$ cat config.mk
export PLATFORM = sky130hd
export DESIGN_NAME = sprite_draw_scheduler_flat
export DESIGN_NICKNAME = d
export VERILOG_FILES = /design/src/rtl/sprite_draw_scheduler_if.sv /design/src/rtl/sprite_draw_scheduler.sv /design/src/flat_wrapper.sv
export SDC_FILE = /design/constraint.sdc
export NUM_CORES = 1
export LEC_CHECK = 0
export BUFFER_PORTS_ARGS = -buffer_cell sky130_fd_sc_hd__buf_4
export CELL_PAD_IN_SITES_DETAIL_PLACEMENT = 1
export CELL_PAD_IN_SITES_GLOBAL_PLACEMENT = 1
export CORE_MARGIN = 3
export CORE_UTILIZATION = 21
export DETAILED_ROUTE_END_ITERATION = 10
export PLACE_DENSITY = 0.75
export SYNTH_ARGS = -nofsm -noshare
export SYNTH_HDL_FRONTEND = slang
export SYNTH_SLANG_ARGS = --single-unit
$ cat constraint.sdc
create_clock -name i_clk -period 1.45 [get_ports i_clk]
set_input_delay 0.2175 -clock i_clk [delete_from_list [all_inputs] [get_ports i_clk]]
set_output_delay 0.2175 -clock i_clk [all_outputs]
set_load 0.01 [all_outputs]
$ cat src/rtl/sprite_draw_scheduler_if.sv
// rtl/sprite_draw_scheduler_if.sv - signal bundle between frame timer/sprite FSMs and the draw scheduler
interface sprite_draw_scheduler_if #(
  parameter int N = 4
);
  logic           frame_start;
  logic [N-1:0]   req;
  logic [N-1:0]   done_in;
  logic [N-1:0]   plot_in;
  logic [9*N-1:0] x_in;
  logic [8*N-1:0] y_in;
  logic [3*N-1:0] colour_in;
  logic [N-1:0]   grant;
  logic [8:0]     x_out;
  logic [7:0]     y_out;
  logic [2:0]     colour_out;
  logic           plot_out;
  logic           busy;
  logic           frame_done;
  logic           overrun;
  logic           timeout_err;

  // Requester side: frame timer plus sprite plotters
  modport master (
    output frame_start, req, done_in, plot_in, x_in, y_in, colour_in,
    input  grant, x_out, y_out, colour_out, plot_out, busy, frame_done, overrun, timeout_err
  );

  // Scheduler side
  modport slave (
    input  frame_start, req, done_in, plot_in, x_in, y_in, colour_in,
    output grant, x_out, y_out, colour_out, plot_out, busy, frame_done, overrun, timeout_err
  );
endinterface

$ cat src/rtl/sprite_draw_scheduler.sv
// rtl/sprite_draw_scheduler.sv - grants the VGA write port to sprite plotters in index order; SCHED_TIMEOUT_EN adds a grant watchdog
module sprite_draw_scheduler #(
  parameter int N       = 4,
  parameter int IDXW    = (N > 1) ? $clog2(N) : 1,
  parameter int TIMEOUT = 1023
) (
  input logic                    i_clk,
  input logic                    i_reset,
  sprite_draw_scheduler_if.slave bus
);

  localparam logic [1:0] S_IDLE = 2'd0;
  localparam logic [1:0] S_SCAN = 2'd1;
  localparam logic [1:0] S_DRAW = 2'd2;
  localparam logic [1:0] S_DONE = 2'd3;

  logic [1:0]      r_state;
  logic [N-1:0]    r_pending;
  logic [IDXW-1:0] r_idx;

  logic [IDXW-1:0] w_low_idx;
  logic [N-1:0]    w_low_mask;
  logic            w_done_sel;
  logic            w_plot_sel;
  logic [8:0]      w_x_sel;
  logic [7:0]      w_y_sel;
  logic [2:0]      w_colour_sel;
  logic            w_drawing;
  logic            w_timeout;
  logic [N-1:0]    w_grant;

  assign w_drawing = (r_state == S_DRAW);

  // Lowest set bit of the pending mask, scanned high-to-low so the lowest index wins
  always_comb begin
    w_low_idx  = '0;
    w_low_mask = '0;
    for (int i = N - 1; i >= 0; i--) begin
      if (r_pending[i]) begin
        w_low_idx     = IDXW'(i);
        w_low_mask    = '0;
        w_low_mask[i] = 1'b1;
      end
    end
  end

  // Pick the selected sprite's done/plot/coordinates; other sprites' bits are ignored
  always_comb begin
    w_done_sel   = 1'b0;
    w_plot_sel   = 1'b0;
    w_x_sel      = '0;
    w_y_sel      = '0;
    w_colour_sel = '0;
    for (int i = 0; i < N; i++) begin
      if (r_idx == IDXW'(i)) begin
        w_done_sel   = bus.done_in[i];
        w_plot_sel   = bus.plot_in[i];
        w_x_sel      = bus.x_in[9*i +: 9];
        w_y_sel      = bus.y_in[8*i +: 8];
        w_colour_sel = bus.colour_in[3*i +: 3];
      end
    end
  end

`ifdef SCHED_TIMEOUT_EN
  localparam int WDW = ($clog2(TIMEOUT + 1) > 10) ? $clog2(TIMEOUT + 1) : 10;

  logic [WDW-1:0] r_wdog;
  logic           r_timeout_err;

  // Counter equals the number of DRAW cycles already spent; this cycle makes it TIMEOUT
  assign w_timeout = w_drawing && (r_wdog == WDW'(TIMEOUT - 1));

  // Watchdog: restart on every grant, sticky error until reset or an accepted frame_start
  always_ff @(posedge i_clk) begin
    if (i_reset) begin
      r_wdog        <= '0;
      r_timeout_err <= 1'b0;
    end else begin
      if (r_state == S_IDLE && bus.frame_start)
        r_timeout_err <= 1'b0;
      if (r_state == S_SCAN)
        r_wdog <= '0;
      else if (w_drawing) begin
        r_wdog <= r_wdog + 1'b1;
        if (!w_done_sel && w_timeout)
          r_timeout_err <= 1'b1;
      end
    end
  end

  assign bus.timeout_err = r_timeout_err;
`else
  assign w_timeout       = 1'b0;
  assign bus.timeout_err = 1'b0;
`endif

  // Pass sequencer: latch requests, then serve each pending sprite once in ascending order
  always_ff @(posedge i_clk) begin
    if (i_reset) begin
      r_state   <= S_IDLE;
      r_pending <= '0;
      r_idx     <= '0;
    end else begin
      case (r_state)
        S_IDLE: begin
          if (bus.frame_start) begin
            r_pending <= bus.req;
            r_state   <= S_SCAN;
          end
        end
        S_SCAN: begin
          if (r_pending == '0) begin
            r_state <= S_DONE;
          end else begin
            r_idx     <= w_low_idx;
            r_pending <= r_pending & ~w_low_mask;
            r_state   <= S_DRAW;
          end
        end
        S_DRAW: begin
          if (w_done_sel || w_timeout)
            r_state <= S_SCAN;
        end
        default: r_state <= S_IDLE;
      endcase
    end
  end

  // One-hot grant decoded purely from registered state and index, so it cannot glitch
  always_comb begin
    w_grant = '0;
    for (int i = 0; i < N; i++)
      w_grant[i] = w_drawing && (r_idx == IDXW'(i));
  end

  assign bus.grant      = w_grant;
  assign bus.x_out      = w_drawing ? w_x_sel      : '0;
  assign bus.y_out      = w_drawing ? w_y_sel      : '0;
  assign bus.colour_out = w_drawing ? w_colour_sel : '0;
  assign bus.plot_out   = w_drawing && w_plot_sel;
  assign bus.busy       = (r_state != S_IDLE);
  assign bus.frame_done = (r_state == S_DONE);
  assign bus.overrun    = bus.frame_start && (r_state != S_IDLE);

endmodule

$ cat src/flat_wrapper.sv
// flat-port wrapper written by rule: the top's interface ports become plain ports
module sprite_draw_scheduler_flat 
#(
  parameter int N       = 4,
  parameter int IDXW    = (N > 1) ? $clog2(N) : 1,
  parameter int TIMEOUT = 1023
)
  (i_clk, i_reset, bus_frame_start, bus_req, bus_done_in, bus_plot_in, bus_x_in, bus_y_in, bus_colour_in, bus_grant, bus_x_out, bus_y_out, bus_colour_out, bus_plot_out, bus_busy, bus_frame_done, bus_overrun, bus_timeout_err);
  sprite_draw_scheduler_if #(.N(N)) bus_i ();
  input logic i_clk;
  input logic i_reset;
  input wire logic [$bits(bus_i.frame_start)-1:0] bus_frame_start;
  input wire logic [$bits(bus_i.req)-1:0] bus_req;
  input wire logic [$bits(bus_i.done_in)-1:0] bus_done_in;
  input wire logic [$bits(bus_i.plot_in)-1:0] bus_plot_in;
  input wire logic [$bits(bus_i.x_in)-1:0] bus_x_in;
  input wire logic [$bits(bus_i.y_in)-1:0] bus_y_in;
  input wire logic [$bits(bus_i.colour_in)-1:0] bus_colour_in;
  output wire logic [$bits(bus_i.grant)-1:0] bus_grant;
  output wire logic [$bits(bus_i.x_out)-1:0] bus_x_out;
  output wire logic [$bits(bus_i.y_out)-1:0] bus_y_out;
  output wire logic [$bits(bus_i.colour_out)-1:0] bus_colour_out;
  output wire logic [$bits(bus_i.plot_out)-1:0] bus_plot_out;
  output wire logic [$bits(bus_i.busy)-1:0] bus_busy;
  output wire logic [$bits(bus_i.frame_done)-1:0] bus_frame_done;
  output wire logic [$bits(bus_i.overrun)-1:0] bus_overrun;
  output wire logic [$bits(bus_i.timeout_err)-1:0] bus_timeout_err;
  assign bus_i.frame_start = bus_frame_start;
  assign bus_i.req = bus_req;
  assign bus_i.done_in = bus_done_in;
  assign bus_i.plot_in = bus_plot_in;
  assign bus_i.x_in = bus_x_in;
  assign bus_i.y_in = bus_y_in;
  assign bus_i.colour_in = bus_colour_in;
  assign bus_grant = bus_i.grant;
  assign bus_x_out = bus_i.x_out;
  assign bus_y_out = bus_i.y_out;
  assign bus_colour_out = bus_i.colour_out;
  assign bus_plot_out = bus_i.plot_out;
  assign bus_busy = bus_i.busy;
  assign bus_frame_done = bus_i.frame_done;
  assign bus_overrun = bus_i.overrun;
  assign bus_timeout_err = bus_i.timeout_err;
  sprite_draw_scheduler #(.N(N), .IDXW(IDXW), .TIMEOUT(TIMEOUT)) u_core (.i_clk(i_clk), .i_reset(i_reset), .bus(bus_i));
endmodule
==> impl_results.md, run 1 <==
* Status: complete, but fails checks
* Failing checks: setup timing
* Final setup viols at 26
* Most frequent cells in the layout: buf_4 (107), buf_6 (27), mux4_2 (21), and2_4 (21)
* Clock slew at reported path FFs at 0.04 ns
* CP Class: reg -> out
* Final Hold Viols at 0
* Initial core utilization at 22.3%
* Startpoint type of the worst setup path: flop
* First DRT Iteration DRCs at 40
* Number of global-route vias before repair at 1500
* Worst setup margin at -0.381 ns
* Gpl congestion at 0.728
* R2R Setup Slk at -0.01 ns
* Ys Warns at 0
* Synthesized instance count at 115
* Final slew viol count at 0
* IO Pins at 124
* Core area at 5240 sq um
* Syn Nets at 210
* Synth area leaders: mux4_2 (39%), dfxtp_1 (14%), and2_1 (12%)
* Worst setup EP type: output pin
* DP Worst Slack at -0.132 ns
* Total iterations of the first detailed-routing run at 4
* Htree depth at 1
* DIE AREA at 6480 sq um
* Drt total wl at 5460 um
* Worst hold margin at 0.223 ns
* Async set-or-reset flop fraction in the synthesized netlist at 0%
* Hold path depth at 2
* Crit-path max FO at 5
* CTS buffer count at 3
* Vias per cell at 4.73
* Root cell of the clock tree: clkbuf_8
* Fmax at 546 MHz
* Initial antenna violation count at 0
* Global-route wire length before repair at 7960 um
* CP required at 1.23 ns
* Top cell type's share of synthesized area at 38.6%
* Average size of a mapped cell at 10.1 sq um
* Power Density at 597 nW/um^2
* Yosys top cell by area: mux4_2
* # diodes at 0
* TritonCTS Sinks at 8
* Worst hold path type: in -> reg
* Hold Startpoint: i_reset
* Hpwl dp at 4140 um
* Hold-fix buffers, CTS at 0
* Register area share after synthesis at 13.7%
* Fin Clk Skew at 0.00139 ns
* Die Span X at 80.5 um
* Leak pwr at 1.13 nW
* Leading cell type in the layout, fill and taps excluded: buf_4
* Post-DRT Antenna Nets at 0
* IO Port Bufs at 122
* RSZ-0062 raised after global routing: true
* Largest net degree at the start of global routing at 17
* Area Overhead vs Synth at 114%
* CTS Buffer Depth at 2
* Setup TNS at -6.99 ns
* FF-to-FF path depth at 7
* Aggregate global routing overflow at 0
* CTS tree: built
* Placed Area at 2220 sq um
* Final Cell Area at 2500 sq um
* GRT Overall Usage at 16.0%
* Register bit total from synthesis at 8
* Latest clock arrival within the worst-skew pair at 0.23 ns
* Wire per inst at 17.3 um
* Arrival @ worst endpoint at 1.61 ns
* Drt drc at 0
* Period utilisation layout at 126%
* Post-synth cell types at 34
* Filler cell count in the final layout at 606
* Max-Cap Viols at 0
* WHS Endpoint: u_core.r_pending[2]
* Predominant post-synthesis flop cell: dfxtp_1
* RR Endpoint: u_core.r_state[0]
* Peak VDD IR at 0.386 mV
* Final net count at 342
* Tmin final at 1.83 ns
* Via Count at 1489
* Post-synth EDFFs at 0
* Fraction of layout cells with a size suffix above 1 at 78.8%
* Mapped cell area at 1170 sq um
* Rows at 26
* Crit Reg-Reg Startpoint: u_core.r_idx[0]
* Die Height at 80.5 um
[registers in the layout (all words and copies together), names as in the netlist]
signal,flops
u_core.r_idx,2
u_core.r_pending,4
u_core.r_state,2
[kinds of logic (layout without fill, tap and decap cells)]
logic type	Yosys count	in the layout	synth area share [%]
muxes	22	22	41.7
AOI/OAI and AO/OA	18	18	9.66
and+or+nand+nor	52	52	27.3
DFF	8	8	13.7
other	1	1	0.322
buffers and inverters	14	144	7.30
[worst max-delay path by stage]
| stage | start | endpoint | slack [ns] | depth (start not counted) |
|---|---|---|---|---|
| after floorplan | u_core.r_idx[0] | bus_colour_out[1] | -0.04 | 4 |
| after global placement | u_core.r_idx[0] | bus_x_out[6] | -0.12 | 4 |
| after detailed placement | u_core.r_idx[0] | bus_x_out[6] | -0.13 | 4 |
| after CTS | u_core.r_idx[0] | bus_y_out[5] | -0.37 | 5 |
| after global routing | u_core.r_idx[0] | bus_x_out[0] | -0.43 | 5 |
| final | u_core.r_idx[0] | bus_x_out[0] | -0.38 | 5 |
[synth_stat cells, types with 2 or more instances]
cell      instances
o21ai_0           3
inv_1             2
nor3_1            4
a21o_1            4
and2_1           23
a21oi_1           6
nand2b_1          5
clkbuf_1          4
buf_2             4
nand3_1           2
nor2b_1           3
nand3b_1          2
and3_1            2
nor2_1            4
mux4_2           20
nand2_1           2
dfxtp_1           8
[worst max-delay path, stage by stage, from the launching register on]
cell and delay (ns):
dfxtp_4 0.38, buf_12 0.12, buf_8 0.12, mux4_2 0.50, and2_4 0.15, buf_6 0.11
[per-layer routing]
layer	up-vias	GRT usage (%)	routed length, um	share of wire [%]
li1	697	-	-	-
met1	704	18.5	1980	36
met2	79	29.1	2840	52
met3	9	3.70	543	9.9
met4	0	4.22	94	1.7
met5	-	0	0	0
[cell type report]
cell class | count | area, sq um | share of cell area (%)
Clock buffer | 3 | 41.3 | 1.65
Sequential cell | 8 | 165 | 6.61
Timing Repair Buffer | 139 | 1200 | 47.9
Tap cell | 70 | 87.6 | 3.50
Inverter | 2 | 7.51 | 0.300
Multi-Input combinational cell | 93 | 1000 | 40.0
[where the power goes]
group          internal [mW]  switching, mW  leakage (nW)
Sequential             0.246         0.0276        0.0666
Clock                  0.181          0.101        0.0216
Combinational          0.609          0.328          1.04
Total                   1.04          0.456          1.13
[per-stage QoR]
step | util, % | std cells | total power, mW
after floorplan | - | 115 | 0.701
after global placement | 42.4 | 305 | 1.06
after detailed placement | 42.4 | 305 | 1.07
after CTS | 47.2 | 314 | 1.49
after global routing | 47.7 | 315 | 1.59
final | 47.7 | 315 | 1.49
[what timing repair did]
| item | in CTS | in global routing |
|---|---|---|
| gates cloned | 1 | 0 |
| endpoints found under the setup margin | 24 | 27 |
| setup buffers | 6 | 2 |
| pin swaps | 21 | 5 |
| gates resized for setup | 41 | 11 |
No activity file was read; power rests on OpenSTA's default activity.
==> inputs of run 2 (changes only) <==
--- a/config.mk
+++ b/config.mk
@@ -12,6 +12,7 @@
 export CORE_UTILIZATION = 21
 export DETAILED_ROUTE_END_ITERATION = 10
 export PLACE_DENSITY = 0.75
+export RECOVER_POWER = 25
 export SYNTH_ARGS = -nofsm -noshare
 export SYNTH_HDL_FRONTEND = slang
 export SYNTH_SLANG_ARGS = --single-unit
==> run 2 against run 1 <==
Effect of this change: the run still ends with setup timing left; sequential power is essentially flat; sequential cell count unchanged; clock-buffer cell count unchanged; wire length fell by 0.24%; clock skew shrank 0.00053 ns; sequential share of layout area barely moved; critical endpoint unchanged; largest power group unchanged; power fell by 0.37%; register-to-register slack barely moved; fmax hardly changed; core utilization is 0.12 points lower.
==> impl_results.md, run 2 (synthesis results as in run 1) <==
* Met2 WL at 2840 um (-0.25%)
* Status: complete, but fails checks
* Fmax at 546 MHz (about the same)
* WHS Endpoint: u_core.r_pending[2]
* Core area at 5240 sq um (unchanged)
* Met3 WL at 543 um (unchanged)
* Placed Area at 2220 sq um (unchanged)
* Total iterations of the first detailed-routing run at 4 (unchanged)
* Worst setup EP type: output pin
* R2R Setup Slk at -0.01 ns (about the same)
* Drt total wl at 5450 um (-0.24%)
* Worst hold path type: in -> reg
* RSZ-0062 raised after global routing: true
* CP max stage cell: mux4_2
* Hold path depth at 2 (unchanged)
* Hpwl dp at 4140 um (unchanged)
* Final setup viols at 26 (unchanged)
* Htree depth at 1 (unchanged)
* Leading cell type in the layout, fill and taps excluded: buf_4
* Drt drc at 0 (unchanged)
* Biggest regs: u_core.r_pending (4), u_core.r_idx (2), u_core.r_state (2)
* Top sig layer: met4
* Max-Cap Viols at 0 (unchanged)
* CP Cell Sequence: buf_12 -> buf_8 -> mux4_2 -> and2_4 -> buf_6
* Power Density at 596 nW/um^2 (-0.12%)
* GRT Overall Usage at 16.0% (unchanged)
* Final slew viol count at 0 (unchanged)
* Global-route wire length before repair at 7960 um (unchanged)
* TritonCTS Sinks at 8 (unchanged)
* Hold Startpoint: i_reset
* Final Hold Viols at 0 (unchanged)
* Via Count at 1489 (unchanged)
* # diodes at 0 (unchanged)
* Final net count at 342 (unchanged)
* Gpl congestion at 0.728 (unchanged)
* Cell count after placement at 305 (unchanged)
* FF-to-FF path depth at 7 (unchanged)
* Root cell of the clock tree: clkbuf_8
* Number of global-route vias before repair at 1500 (unchanged)
* First DRT Iteration DRCs at 45 (+13%)
* CTS tree: built
* CTS Buffer Depth at 2 (unchanged)
* Die Height at 80.5 um (unchanged)
* Max reg flops at 4 (unchanged)
* Clock slew at reported path FFs at 0.04 ns (about the same)
* Crit-path max FO at 5 (unchanged)
* Worst setup margin at -0.380 ns (+0.000276 ns)
* Hold-fix buffers, CTS at 0 (unchanged)
* Largest net degree at the start of global routing at 17 (unchanged)
* Fin Clk Skew at 0.000860 ns (-0.000531 ns)
* Area Overhead vs Synth at 114%
* Die Span X at 80.5 um (unchanged)
* Top reg by flops: u_core.r_pending
* Max stage delay on crit path at 0.50 ns (about the same)
* Post-DRT Antenna Nets at 0 (unchanged)
* Final Cell Area at 2490 sq um (-0.25%)
* Initial core utilization at 22.3% (unchanged)
* CTS buffer count at 3 (unchanged)
* Final core utilization at 47.6% (-0.12 points)
* IO Port Bufs at 122 (unchanged)
* Tmin final at 1.83 ns (-0.000276 ns)
* Arrival @ worst endpoint at 1.61 ns (about the same)
* IO Pins at 124 (unchanged)
* Most frequent cells in the layout: buf_4 (107), buf_6 (26), mux4_2 (21), and2_4 (21)
* Period utilisation layout at 126% (about the same)
* Non-Filler Instances at 315 (unchanged)
* Latest clock arrival within the worst-skew pair at 0.23 ns (about the same)
* CP top delay family: multiplexers
* Power after layout at 1.49 mW (-0.37%)
* Fraction of layout cells with a size suffix above 1 at 78.8% (unchanged)
* RR Endpoint: u_core.r_state[0]
* M1 WL at 1980 um (-0.30%)
* DIE AREA at 6480 sq um (unchanged)
* Peak VDD IR at 0.386 mV (-0.19%)
* Failing checks: setup timing
* CP Class: reg -> out
* Leak pwr at 1.13 nW (-0.14%)
* Crit Reg-Reg Startpoint: u_core.r_idx[0]
* Vias per cell at 4.73 (unchanged)
* DP Worst Slack at -0.132 ns (unchanged)
* Aggregate global routing overflow at 0 (unchanged)
* Initial antenna violation count at 0 (unchanged)
* Buf/Inv on CP at 3 (unchanged)
* Setup TNS at -6.98 ns (+0.00517 ns)
* CP required at 1.23 ns (about the same)
* Startpoint type of the worst setup path: flop
* Wire per inst at 17.3 um (-0.24%)
* Worst hold margin at 0.224 ns (+0.000233 ns)
* Rows at 26 (unchanged)
[run 2: cell count changes in the layout (fill, tap and decap cells not counted)]
cell	change
buf_6	-1
clkbuf_2	+1
[run 2: power breakdown]
group          internal (mW)  switching (mW)
clock network          0.181           0.102
logic                  0.604           0.327
registers              0.246          0.0263
total                   1.03           0.455
[run 2: repair_timing]
item	in CTS	in global routing
setup endpoints to repair	24	27
gates resized for setup	41	11
buffers inserted	6	2
pin swaps	21	5
cloned	1	0
[run 2: cell type report]
cell class	instances	area, sq um
fillers	605	2740
multi-input cells	93	1000
clock buffers	3	41.3
flip-flops and latches	8	165
inverters	2	7.51
repair buffers	139	1190
well taps	70	87.6
[run 2: how the worst max path moves through the flow]
stage | start | to | slack [ns] | depth (start not counted)
6_report | u_core.r_idx[0] | bus_x_out[0] | -0.38 | 5
5_1_grt | u_core.r_idx[0] | bus_x_out[0] | -0.43 | 5
4_1_cts | u_core.r_idx[0] | bus_y_out[5] | -0.37 | 5
3_5_place_dp | u_core.r_idx[0] | bus_x_out[6] | -0.13 | 4
3_3_place_gp | u_core.r_idx[0] | bus_x_out[6] | -0.12 | 4
2_1_floorplan | u_core.r_idx[0] | bus_colour_out[1] | -0.04 | 4
[run 2: layer usage]
metal / up-vias / track usage (%)
met1: 703 / 18.5
li1: 698 / -
met2: 79 / 29.1
met5: - / 0
met4: 0 / 4.22
met3: 9 / 3.70
==> inputs of run 3 (changes only) <==
--- a/config.mk
+++ b/config.mk
@@ -13,6 +13,8 @@
 export DETAILED_ROUTE_END_ITERATION = 10
 export PLACE_DENSITY = 0.75
 export RECOVER_POWER = 25
+export SKIP_CTS_REPAIR_TIMING = 1
+export SLEW_MARGIN = 40
 export SYNTH_ARGS = -nofsm -noshare
 export SYNTH_HDL_FRONTEND = slang
 export SYNTH_SLANG_ARGS = --single-unit
==> run 3 against run 2 <==
Effect of this change: the flow still finishes with violations (setup timing); cell count fell by 0.63%; critical path depth fell by 1; worst hold slack barely moved; sequential power rose by 1%.
==> impl_results.md, run 3 (synthesis results as in run 1) <==
* Startpoint type of the worst setup path: flop
* CP required at 1.23 ns (about the same)
* # diodes at 0 (unchanged)
* IO Port Bufs at 122 (unchanged)
* Wire per inst at 17.5 um (+1.1%)
* Worst setup margin at -0.335 ns (+0.0451 ns)
* Core area at 5240 sq um (unchanged)
* Setup TNS at -6.48 ns (+0.502 ns)
* DIE AREA at 6480 sq um (unchanged)
* Crit-path max FO at 13 (+8)
* Largest net degree at the start of global routing at 19 (+2)
* CTS tree: built
* Top reg by flops: u_core.r_pending
* CP top delay family: multiplexers
* Max reg flops at 4 (unchanged)
* Peak VDD IR at 0.380 mV (-1.4%)
* Die Span X at 80.5 um (unchanged)
* Initial antenna violation count at 0 (unchanged)
* Final slew viol count at 0 (unchanged)
* RSZ-0062 raised after global routing: true
* Root cell of the clock tree: clkbuf_8
* GRT Overall Usage at 14.4% (-1.6 points)
* Final core utilization at 46.6% (-1.0 points)
* Biggest regs: u_core.r_pending (4), u_core.r_idx (2), u_core.r_state (2)
* Via Count at 1482 (-0.47%)
* Leading cell type in the layout, fill and taps excluded: buf_4
* Max stage delay on crit path at 0.52 ns (+0.02 ns)
* Leak pwr at 1.12 nW (-1.4%)
* TritonCTS Sinks at 8 (unchanged)
* Post-DRT Antenna Nets at 0 (unchanged)
* Crit Reg-Reg Startpoint: u_core.r_pending[3]
* Failing checks: setup timing
* Aggregate global routing overflow at 0 (unchanged)
* Final Hold Viols at 0 (unchanged)
* Total iterations of the first detailed-routing run at 4 (unchanged)
* Gpl congestion at 0.728 (unchanged)
* Buf/Inv on CP at 2 (-1)
* CTS buffer count at 3 (unchanged)
* Clock slew at reported path FFs at 0.04 ns (about the same)
* Tmin final at 1.79 ns (-0.0451 ns)
* CP Class: reg -> out
* CP max stage cell: mux4_2
* Fraction of layout cells with a size suffix above 1 at 77.4% (-1.4 points)
* Latest clock arrival within the worst-skew pair at 0.23 ns (about the same)
* First DRT Iteration DRCs at 41 (-8.9%)
* Number of global-route vias before repair at 1387 (-7.5%)
* Area Overhead vs Synth at 109%
* Worst hold path type: in -> reg
* Vias per cell at 4.73 (+0.17%)
* Critical path origin: u_core.r_idx[0]
* Initial core utilization at 22.3% (unchanged)
* Drt total wl at 5470 um (+0.44%)
* Arrival @ worst endpoint at 1.57 ns (-0.04 ns)
* Htree depth at 1 (unchanged)
* Period utilisation layout at 123% (-3.1 points)
* Max-Cap Viols at 0 (unchanged)
* Hold Startpoint: i_reset
* Power Density at 595 nW/um^2 (-0.13%)
* Final net count at 340 (-0.58%)
* Final setup viols at 23 (-12%)
* Fin Clk Skew at 0.00166 ns (+0.000801 ns)
* Status: complete, but fails checks
* Worst setup EP type: output pin
* Rows at 26 (unchanged)
* IO Pins at 124 (unchanged)
* CP Cell Sequence: buf_12 -> mux4_2 -> and2_4 -> buf_6
* Hpwl dp at 4140 um (unchanged)
* Most frequent cells in the layout: buf_4 (110), mux4_2 (21), buf_6 (21), and2_4 (19)
* CTS Buffer Depth at 2 (unchanged)
* Drt drc at 0 (unchanged)
* Fmax at 560 MHz (+2.5%)
* Die Height at 80.5 um (unchanged)
* Global-route wire length before repair at 7220 um (-9.3%)
==> run 3: cell count changes in the layout (fill, tap and decap cells not counted), moves of 2 or more <==
cell / delta
buf_4: +3
buf_6: -5
and2_4: -2
and2_1: +2
==> run 3: final cells by class <==
type,count,area [sq um]
fill,610,2800
inverter,2,7.51
timing repair buffer,137,1140
multi-input combinational,93,995
tap,70,87.6
clock buffer,3,41.3
sequential,8,168
==> run 3: report_power, final <==
part / leakage, nW / switching (mW) / internal, mW
Clock: 0.0216 / 0.100 / 0.181
Combinational: 1.03 / 0.319 / 0.576
Sequential: 0.0669 / 0.0302 / 0.247
==> run 3: worst paths after layout <==
| check | endpoint | slack, ns | cells past startpoint |
|---|---|---|---|
| max | bus_x_out[3] | -0.34 | 4 |
| min | u_core.r_pending[2] | 0.22 | 2 |
| max reg2reg | u_core.r_state[0] | 0.13 | 3 |
| min reg2reg | u_core.r_pending[3] | 0.51 | 2 |
==> run 3: metrics by stage <==
stage / total power, mW / cells / hold WS, ns / instance area, sq um / setup WS (ns)
2_1_floorplan: 0.701 / 115 / 0.443 / 1200 / -0.0398
3_3_place_gp: 1.06 / 305 / 0.462 / 2220 / -0.124
5_1_grt: 1.54 / 313 / 0.227 / 2440 / -0.380
6_report: 1.45 / 313 / 0.223 / 2440 / -0.335
3_5_place_dp: 1.07 / 305 / 0.470 / 2220 / -0.132
4_1_cts: 1.36 / 308 / 0.220 / 2260 / -0.388
==> run 3: layer usage <==
metal	wire length, um	GRT usage, %	up-vias
li1	-	-	694
met1	2050	17.7	708
met2	2880	24.8	73
met3	462	3.36	7
met4	77	4.22	0
met5	0	0	-
